<file path="config.mk">
export PLATFORM = sky130hd
export DESIGN_NAME = fb_write_arbiter
export DESIGN_NICKNAME = d
export VERILOG_FILES = /design/src/rtl/fb_write_arbiter.sv
export SDC_FILE = /design/constraint.sdc
export NUM_CORES = 1
export LEC_CHECK = 0
export CELL_PAD_IN_SITES_DETAIL_PLACEMENT = 0
export CELL_PAD_IN_SITES_GLOBAL_PLACEMENT = 1
export CORE_MARGIN = 3
export CORE_UTILIZATION = 26
export CTS_CLUSTER_SIZE = 14
export DETAILED_ROUTE_END_ITERATION = 10
export GPL_ROUTABILITY_DRIVEN = 0
export PLACE_DENSITY_LB_ADDON = 0.1
export SLEW_MARGIN = 25
export SYNTH_ARGS = -nofsm -noshare
export SYNTH_HDL_FRONTEND = slang
export SYNTH_SLANG_ARGS = --single-unit
</file>
<file path="constraint.sdc">
create_clock -name clk -period 4 [get_ports clk]
set_input_delay 0.4 -clock clk [delete_from_list [all_inputs] [get_ports clk]]
set_output_delay 0.4 -clock clk [all_outputs]
set_load 0.005 [all_outputs]
</file>
<file path="src/rtl/fb_write_arbiter.sv">
// Round-robin write arbiter between the clear and line engines into a single-entry framebuffer write stage.
// Optional build macro FB_ARB_CLIP_EN: drop off-screen pixels and count them on drop_count.

`ifndef WIDTH
`define WIDTH 640
`endif
`ifndef HEIGHT
`define HEIGHT 480
`endif

package fb_write_arbiter_pkg;
  typedef struct packed {
    logic signed [15:0] x;
    logic signed [15:0] y;
  } Point2D;
endpackage

module fb_write_arbiter
  import fb_write_arbiter_pkg::*;
#(
  parameter int unsigned COLOR_W = 8,
  parameter int unsigned ADDR_W  = 19
) (
  input  logic               clk,
  input  logic               rst,
  input  logic               clr_valid,
  input  Point2D             clr_point,
  input  logic [COLOR_W-1:0] clr_color,
  output logic               clr_ready,
  input  logic               ln_valid,
  input  Point2D             ln_point,
  input  logic [COLOR_W-1:0] ln_color,
  output logic               ln_ready,
  output logic               mem_we,
  output logic [ADDR_W-1:0]  mem_addr,
  output logic [COLOR_W-1:0] mem_wdata,
  input  logic               mem_ack,
  output logic               idle
`ifdef FB_ARB_CLIP_EN
  ,
  output logic [15:0]        drop_count
`endif
);

  typedef enum logic {
    S_EMPTY = 1'b0,
    S_FULL  = 1'b1
  } state_t;

  state_t              state_q, state_d;
  logic                last_ln_q, last_ln_d;
  logic [ADDR_W-1:0]   addr_q, addr_d;
  logic [COLOR_W-1:0]  data_q, data_d;

  logic                grantable;
  logic                grant_clr, grant_ln, grant;
  logic                load;
  Point2D              sel_pt;
  logic [COLOR_W-1:0]  sel_color;
  logic [ADDR_W-1:0]   sel_addr;
  logic [ADDR_W-1:0]   x_ext, y_ext;

  // Slot can take a pixel if empty, or if the current one drains this cycle.
  always_comb begin
    grantable = !rst && ((state_q == S_EMPTY) || mem_ack);
    grant_clr = grantable && clr_valid && (!ln_valid || last_ln_q);
    grant_ln  = grantable && ln_valid && (!clr_valid || !last_ln_q);
    grant     = grant_clr || grant_ln;
    sel_pt    = grant_ln ? ln_point : clr_point;
    sel_color = grant_ln ? ln_color : clr_color;
    x_ext     = ADDR_W'($unsigned(sel_pt.x));
    y_ext     = ADDR_W'($unsigned(sel_pt.y));
    sel_addr  = ADDR_W'(y_ext * ADDR_W'(`WIDTH)) + x_ext;
  end

`ifdef FB_ARB_CLIP_EN
  logic        on_screen;
  logic [15:0] drop_q, drop_d;

  always_comb begin
    on_screen = (int'(sel_pt.x) >= 0) && (int'(sel_pt.x) < `WIDTH) &&
                (int'(sel_pt.y) >= 0) && (int'(sel_pt.y) < `HEIGHT);
    load      = grant && on_screen;
    drop_d    = drop_q;
    if (grant && !on_screen && (drop_q != '1))
      drop_d = drop_q + 16'd1;
  end

  always_ff @(posedge clk) begin
    if (rst) drop_q <= '0;
    else     drop_q <= drop_d;
  end

  assign drop_count = drop_q;
`else
  assign load = grant;
`endif

  always_comb begin
    state_d   = state_q;
    addr_d    = addr_q;
    data_d    = data_q;
    last_ln_d = last_ln_q;
    if (grant) last_ln_d = grant_ln;
    if (load) begin
      addr_d = sel_addr;
      data_d = sel_color;
    end
    case (state_q)
      S_EMPTY: if (load) state_d = S_FULL;
      S_FULL:  if (mem_ack) state_d = load ? S_FULL : S_EMPTY;
      default: state_d = S_EMPTY;
    endcase
  end

  // Pointer resets to "line granted last" so clear wins the first contention.
  always_ff @(posedge clk) begin
    if (rst) begin
      state_q   <= S_EMPTY;
      last_ln_q <= 1'b1;
      addr_q    <= '0;
      data_q    <= '0;
    end else begin
      state_q   <= state_d;
      last_ln_q <= last_ln_d;
      addr_q    <= addr_d;
      data_q    <= data_d;
    end
  end

  assign clr_ready = grant_clr;
  assign ln_ready  = grant_ln;
  assign mem_we    = (state_q == S_FULL);
  assign mem_addr  = addr_q;
  assign mem_wdata = data_q;
  assign idle      = (state_q == S_EMPTY) && !clr_valid && !ln_valid;

endmodule

</file>
==> impl_metrics.tcl, run 1 <==
set metrics [dict create \
    final_cell_mix "clkdlybuf4s50_1 (106), nand2_1 (58), buf_4 (48)" \
    synth_edf_count 0 \
    routedWlPerCell_um 12.5 \
    antenna_left 0 \
    io_pins 116 \
    run_status "complete, no violations" \
    dr.pass1.iters 2 \
    multi_input_area_um2 1820 \
    hpwlAfterDp_um 5840 \
    cp-start-kind "primary input" \
    port_buffers 107 \
    drv_cap 0 \
    avgViaCountPerCell 4.50 \
    end_kind "flip-flop" \
    coreArea_um2 8890 \
    yosys_warnings 0 \
    place_area_um2 3870 \
    yosysTopAreaCellShare 0.240 \
    seq_area_um2 581 \
    drc 0 \
    grt_max_degree 27 \
    fmax_ghz 0.263 \
    dr_total_vias 2531 \
    use_met1 0.188 \
    die_h_um 102 \
    synthFlopType "dfxtp_1" \
    root_buffer "clkbuf_8" \
    grt_pass1_vias 2375 \
    cts_tree "built" \
    yosysTopAreaCell "dfxtp_1" \
    tightest_slew_ps 762 \
    postSynthCellCount 306 \
    powerDensity_nw_per_um2 370 \
    row_count 34 \
    finalHoldViolCount 0 \
    layout_commonest_cell "clkdlybuf4s50_1" \
    wl_um 7030 \
    met2_usage 0.205 \
    critPathRequiredTime_ps 4200 \
    maxSlewViolCount 0 \
    nets 564 \
    antenna_found_initial 0 \
    htree_levels 2 \
    arrival_ps 4010 \
    fin_area_um2 4160 \
    syn2layout_area_growth_pct 72.3 \
    synth.avg_cell_area_um2 7.90 \
    finalCriticalPeriod_ps 3800 \
    grt_usage 0.133 \
    synth_fp_nets 416 \
    synthTopCellsByArea "dfxtp_1 (24%), ha_1 (12%), nand2_1 (9.2%)" \
    clkLatencyLatePin_ps 280 \
    drtIter0Drc 26 \
    crit_type "in2reg" \
    path_max_fanout 5 \
    slew_headroom 0.490 \
    cts.clk_slew.worst_paths_ps 60 \
    use_met3 0.0266 \
    holdBufCountCts 0 \
    syn_area_um2 2420 \
    synth.ff_latch_count 29 \
    leakage_nw 1.79 \
    ys_async_sr_fraction 0 \
    post_synth_num_cell_types 45 \
    cts_max_path_buffers 2 \
    overflow 0 \
    antennaDiodeCount 0 \
    drive_above_1_share 0.198 \
    holdWs_ps 453 \
    cts-buffers-inserted 5 \
    die_area_um2 10500 \
    vdd_drop_max_mv 0.131 \
    fp.dieW_um 102 \
    clkSinkCount 29 \
    clock_skew_ps 3.23 \
    grt_pass1_wl_um 11000 \
    setup_viol 0 \
    initial_core_util 0.272 \
    hold_path.class "reg2reg" \
    min_period_over_period 0.951 \
    n_fill_cell 931 \
    busiest_layer "met2" \
    synth-seq-area-share 0.240 \
]
-- layout make-up --
class                      instances  share of cell area
multi-input combinational        244               0.436
timing repair buffer             156               0.347
sequential                        29               0.139
tap                              108              0.0325
clock buffer                       7              0.0207
inverter                          18              0.0168
clock inverter                     1             0.00721
-- Yosys cell counts, types with 2 or more instances --
| cell type | instances |
|---|---|
| nand2_1 | 59 |
| nor2_1 | 34 |
| dfxtp_1 | 29 |
| ha_1 | 23 |
| mux2i_1 | 22 |
| a211oi_1 | 18 |
| a21oi_1 | 15 |
| inv_1 | 15 |
| xnor2_1 | 12 |
| nand3_1 | 7 |
| buf_2 | 6 |
| xor2_1 | 6 |
| nor3_1 | 5 |
| o21ai_0 | 5 |
| buf_1 | 4 |
| o21ai_1 | 4 |
| a21o_1 | 3 |
| inv_2 | 3 |
| nand2b_1 | 3 |
| a21oi_2 | 2 |
| a31oi_1 | 2 |
| buf_4 | 2 |
| clkbuf_1 | 2 |
| fa_1 | 2 |
| o31ai_2 | 2 |
| or3_1 | 2 |
-- kinds of logic (layout without fill, tap and decap cells) --
group	Yosys count	in the layout	share of synthesized area
buf+inv	33	182	0.0606
fa+ha+maj	25	25	0.136
flops	29	29	0.240
mux	22	22	0.0911
compound gates	59	59	0.173
simple gates	118	118	0.216
xor+xnor	20	20	0.0834
-- sequential cells by signal, summed over array words and instances, names as in the netlist --
name	flops
mem_we	1
mem_addr	19
last_ln_q	1
mem_wdata	8
-- final timing paths --
kind,start,to,slack [ps],depth (start not counted)
worst max-delay path,clr_valid,mem_addr[17]$_SDFFE_PP0P_,200,19
worst min-delay path,mem_addr[13]$_SDFFE_PP0P_,mem_addr[13]$_SDFFE_PP0P_,450,2
worst max register to register,last_ln_q$_SDFFE_PP1P_,mem_addr[17]$_SDFFE_PP0P_,470,18
worst min register to register,mem_addr[13]$_SDFFE_PP0P_,mem_addr[13]$_SDFFE_PP0P_,450,2
-- layer usage --
metal	share of wire	up-vias
met1	0.48	1129
met2	0.47	51
met3	0.038	6
met4	0.0094	0
met5	0	-
li1	-	1345
-- critical path, stage by stage --
cell	delay (ps)
clkdlybuf4s50_1	470
a21boi_4	200
nand3_4	130
inv_4	110
mux2i_2	230
inv_1	70
ha_1	290
ha_2	170
inv_1	50
fa_2	510
inv_1	40
ha_1	300
o21a_2	140
o31ai_2	70
a21oi_2	180
nor4_2	70
nor4b_4	270
xnor2_1	110
a211oi_2	210
-- through the flow --
step                setup slack (ps)  std cells  utilization  setup TNS, ps  power [mW]
finish                           197        563        0.468              0        1.54
global route                   -38.9        563        0.468          -98.8        1.67
CTS                             38.7        558        0.451              0        1.50
detailed placement              -295        550        0.436          -1040        1.16
global placement                -258        550        0.436           -775        1.16
floorplan                        154        306            -              0       0.816
-- report_power, final --
part | total, mW | internal (mW) | switching [mW] | leakage, nW
clock | 0.317 | 0.203 | 0.114 | 0.0585
sequential | 0.350 | 0.331 | 0.0199 | 0.239
combinational | 0.873 | 0.496 | 0.378 | 1.50
-- repair_timing --
item	in CTS	in global routing
buffers inserted	0	5
pin swaps	0	16
gates resized for setup	4	23
endpoints found under the setup margin	2	6
Power figures use the tool's default switching activity.
==> run 2, diff against run 1 <==
- SETUP_SLACK_MARGIN: unset -> 0.4
==> run 2 against run 1 <==
Net effect:
- fmax increased by 12%
- cell count did not move
- count of clock-buffer cells in the layout unchanged
- non-clock buffer count grew 1
- largest power group unchanged
==> impl_metrics.tcl, run 2 (synthesis results as in run 1) <==
set metrics [dict create \
    grt_usage 0.137 \
    arrival_ps 3610 \
    cpMaxStageDelayCell "ha_4" \
    largest_register_ffs 19 \
    coreArea_um2 8890 \
    startpoint "mem_ack" \
    cp-endpoint "mem_addr[18]$_SDFFE_PP0P_" \
    reg2reg_from "last_ln_q$_SDFFE_PP1P_" \
    overflow 0 \
    crit_chain "dlygate4sd2_1, nand2b_4, nand3_4, buf_6, buf_12, mux2i_1, buf_4, xor2_1, ha_1, buf_4, a21o_1, a21oi_2, xnor2_2, ha_4, nand2_1, o21a_1, a31oi_4, nand3_2, xnor2_2, a21oi_1" \
    crit_type "in2reg" \
    final.setup.tns_ps 0 \
    grt_max_degree 28 \
    cp-start-kind "primary input" \
    clkSinkCount 29 \
    drtIter0Drc 38 \
    n_fill_cell 905 \
    cts-buffers-inserted 5 \
    initial_core_util 0.272 \
    antenna_found_initial 0 \
    path_max_fanout 7 \
    die_area_um2 10500 \
    hpwlAfterDp_um 5980 \
    port_buffers 107 \
    dr_total_vias 2533 \
    drive_above_1_share 0.242 \
    critPathRequiredTime_ps 4210 \
    hold_path.class "reg2reg" \
    worstReg2RegEnd "mem_addr[18]$_SDFFE_PP0P_" \
    min_period_over_period 0.849 \
    routedWlPerCell_um 13.0 \
    vdd_drop_max_mv 0.129 \
    io_pins 116 \
    finalCriticalPeriod_ps 3400 \
    row_count 34 \
    leakage_nw 1.80 \
    tightest_slew_ps 828 \
    reg2reg_depth 20 \
    end_kind "flip-flop" \
    rsz0062_at_grt "true" \
    holdWs_ps 454 \
    die_h_um 102 \
    grt_pass1_wl_um 11400 \
    syn2layout_area_growth_pct 76.2 \
    setup_viol 0 \
    avgViaCountPerCell 4.50 \
    run_status "complete, no violations" \
    maxSlewViolCount 0 \
    root_buffer "clkbuf_8" \
    dr.pass1.iters 4 \
    clock_skew_ps 6.82 \
    clkLatencyLatePin_ps 280 \
    drv_cap 0 \
    grt_pass1_vias 2378 \
    antennaDiodeCount 0 \
    final_cells 563 \
    rrSetupSlack_ps 610 \
    placedCellCount 548 \
    fmax_ghz 0.295 \
    place_area_um2 3950 \
    cts.clk_slew.worst_paths_ps 60 \
    htree_levels 2 \
    slew_headroom 0.446 \
    cts_max_path_buffers 2 \
    antenna_left 0 \
    layout_commonest_cell "clkdlybuf4s50_1" \
    wl_um 7300 \
    powerDensity_nw_per_um2 357 \
    final_cell_mix "clkdlybuf4s50_1 (103), nand2_1 (56), buf_4 (48)" \
    slowest_delay_ps 290 \
    cts_tree "built" \
    drc 0 \
    nets 565 \
    finalHoldViolCount 0 \
    fp.dieW_um 102 \
    fin_area_um2 4260 \
]
## run 2: changes by cell type in the layout (fill, tap and decap cells not counted), moves of 2 or more
cell             previous run  this run
clkbuf_2                    0         2
clkdlybuf4s50_1           106       103
dlygate4sd2_1               0         2
ha_1                       19        14
ha_4                        2         6
inv_1                      15        11
inv_2                       2         5
nand2_1                    58        56
nand2_2                     1         3
## run 2: repair_timing
action                     4_1_cts  5_1_grt
gates resized for setup         11       34
pin swaps                       21       21
setup endpoints to repair        6        5
buffers inserted                 4        4
hold buffers                     0        0
## run 2: area by class of cell
class	count	area, um2	area share
repair buffers	157	1450	0.341
multi-input cells	244	1920	0.452
well taps	108	135	0.0317
inverters	18	77.6	0.0182
flip-flops and latches	29	584	0.137
clock buffers	7	86.3	0.0203
## run 2: power by group
group / internal (mW) / leakage [nW] / switching (mW)
combinational: 0.523 / 1.52 / 0.400
clock: 0.136 / 0.0443 / 0.110
sequential: 0.330 / 0.239 / 0.0207
total: 0.990 / 1.80 / 0.531
## run 2: worst min-delay path by stage
stage                     depth (start not counted)                   endpoint                       from  slack, ps
after detailed placement                          2   mem_addr[7]$_SDFFE_PP0P_   mem_addr[7]$_SDFFE_PP0P_        450
after floorplan                                   2   mem_addr[7]$_SDFFE_PP0P_   mem_addr[7]$_SDFFE_PP0P_        450
after global placement                            2  mem_addr[13]$_SDFFE_PP0P_  mem_addr[13]$_SDFFE_PP0P_        440
after CTS                                         2   mem_addr[7]$_SDFFE_PP0P_   mem_addr[7]$_SDFFE_PP0P_        460
after global routing                              2  mem_addr[15]$_SDFFE_PP0P_  mem_addr[15]$_SDFFE_PP0P_        480
final                                             2  mem_addr[15]$_SDFFE_PP0P_  mem_addr[15]$_SDFFE_PP0P_        450
## run 2: stage by stage
stage	setup WS, ps	util	total power, mW
after floorplan	407	-	0.836
after global placement	-249	0.444	1.18
after detailed placement	-276	0.444	1.19
after global routing	352	0.479	1.64
after CTS	424	0.459	1.46
final	605	0.479	1.52
## run 2: per-layer routing
layer	up-vias	wire length [um]	track usage
met4	0	78	0.0272
met3	6	357	0.0273
li1	1347	-	-
met2	57	3420	0.217
met5	-	0	0
met1	1123	3450	0.192
## run 2: worst max-delay path, delay by kind of cell
kind                       cells  cell delay (ps)
AOI/OAI and AO/OA              5              870
adders and majority gates      2              550
and+or+nand+nor                4              430
xor gates and xnor gates       3              390
buffers and inverters          5              800
muxes                          1              170
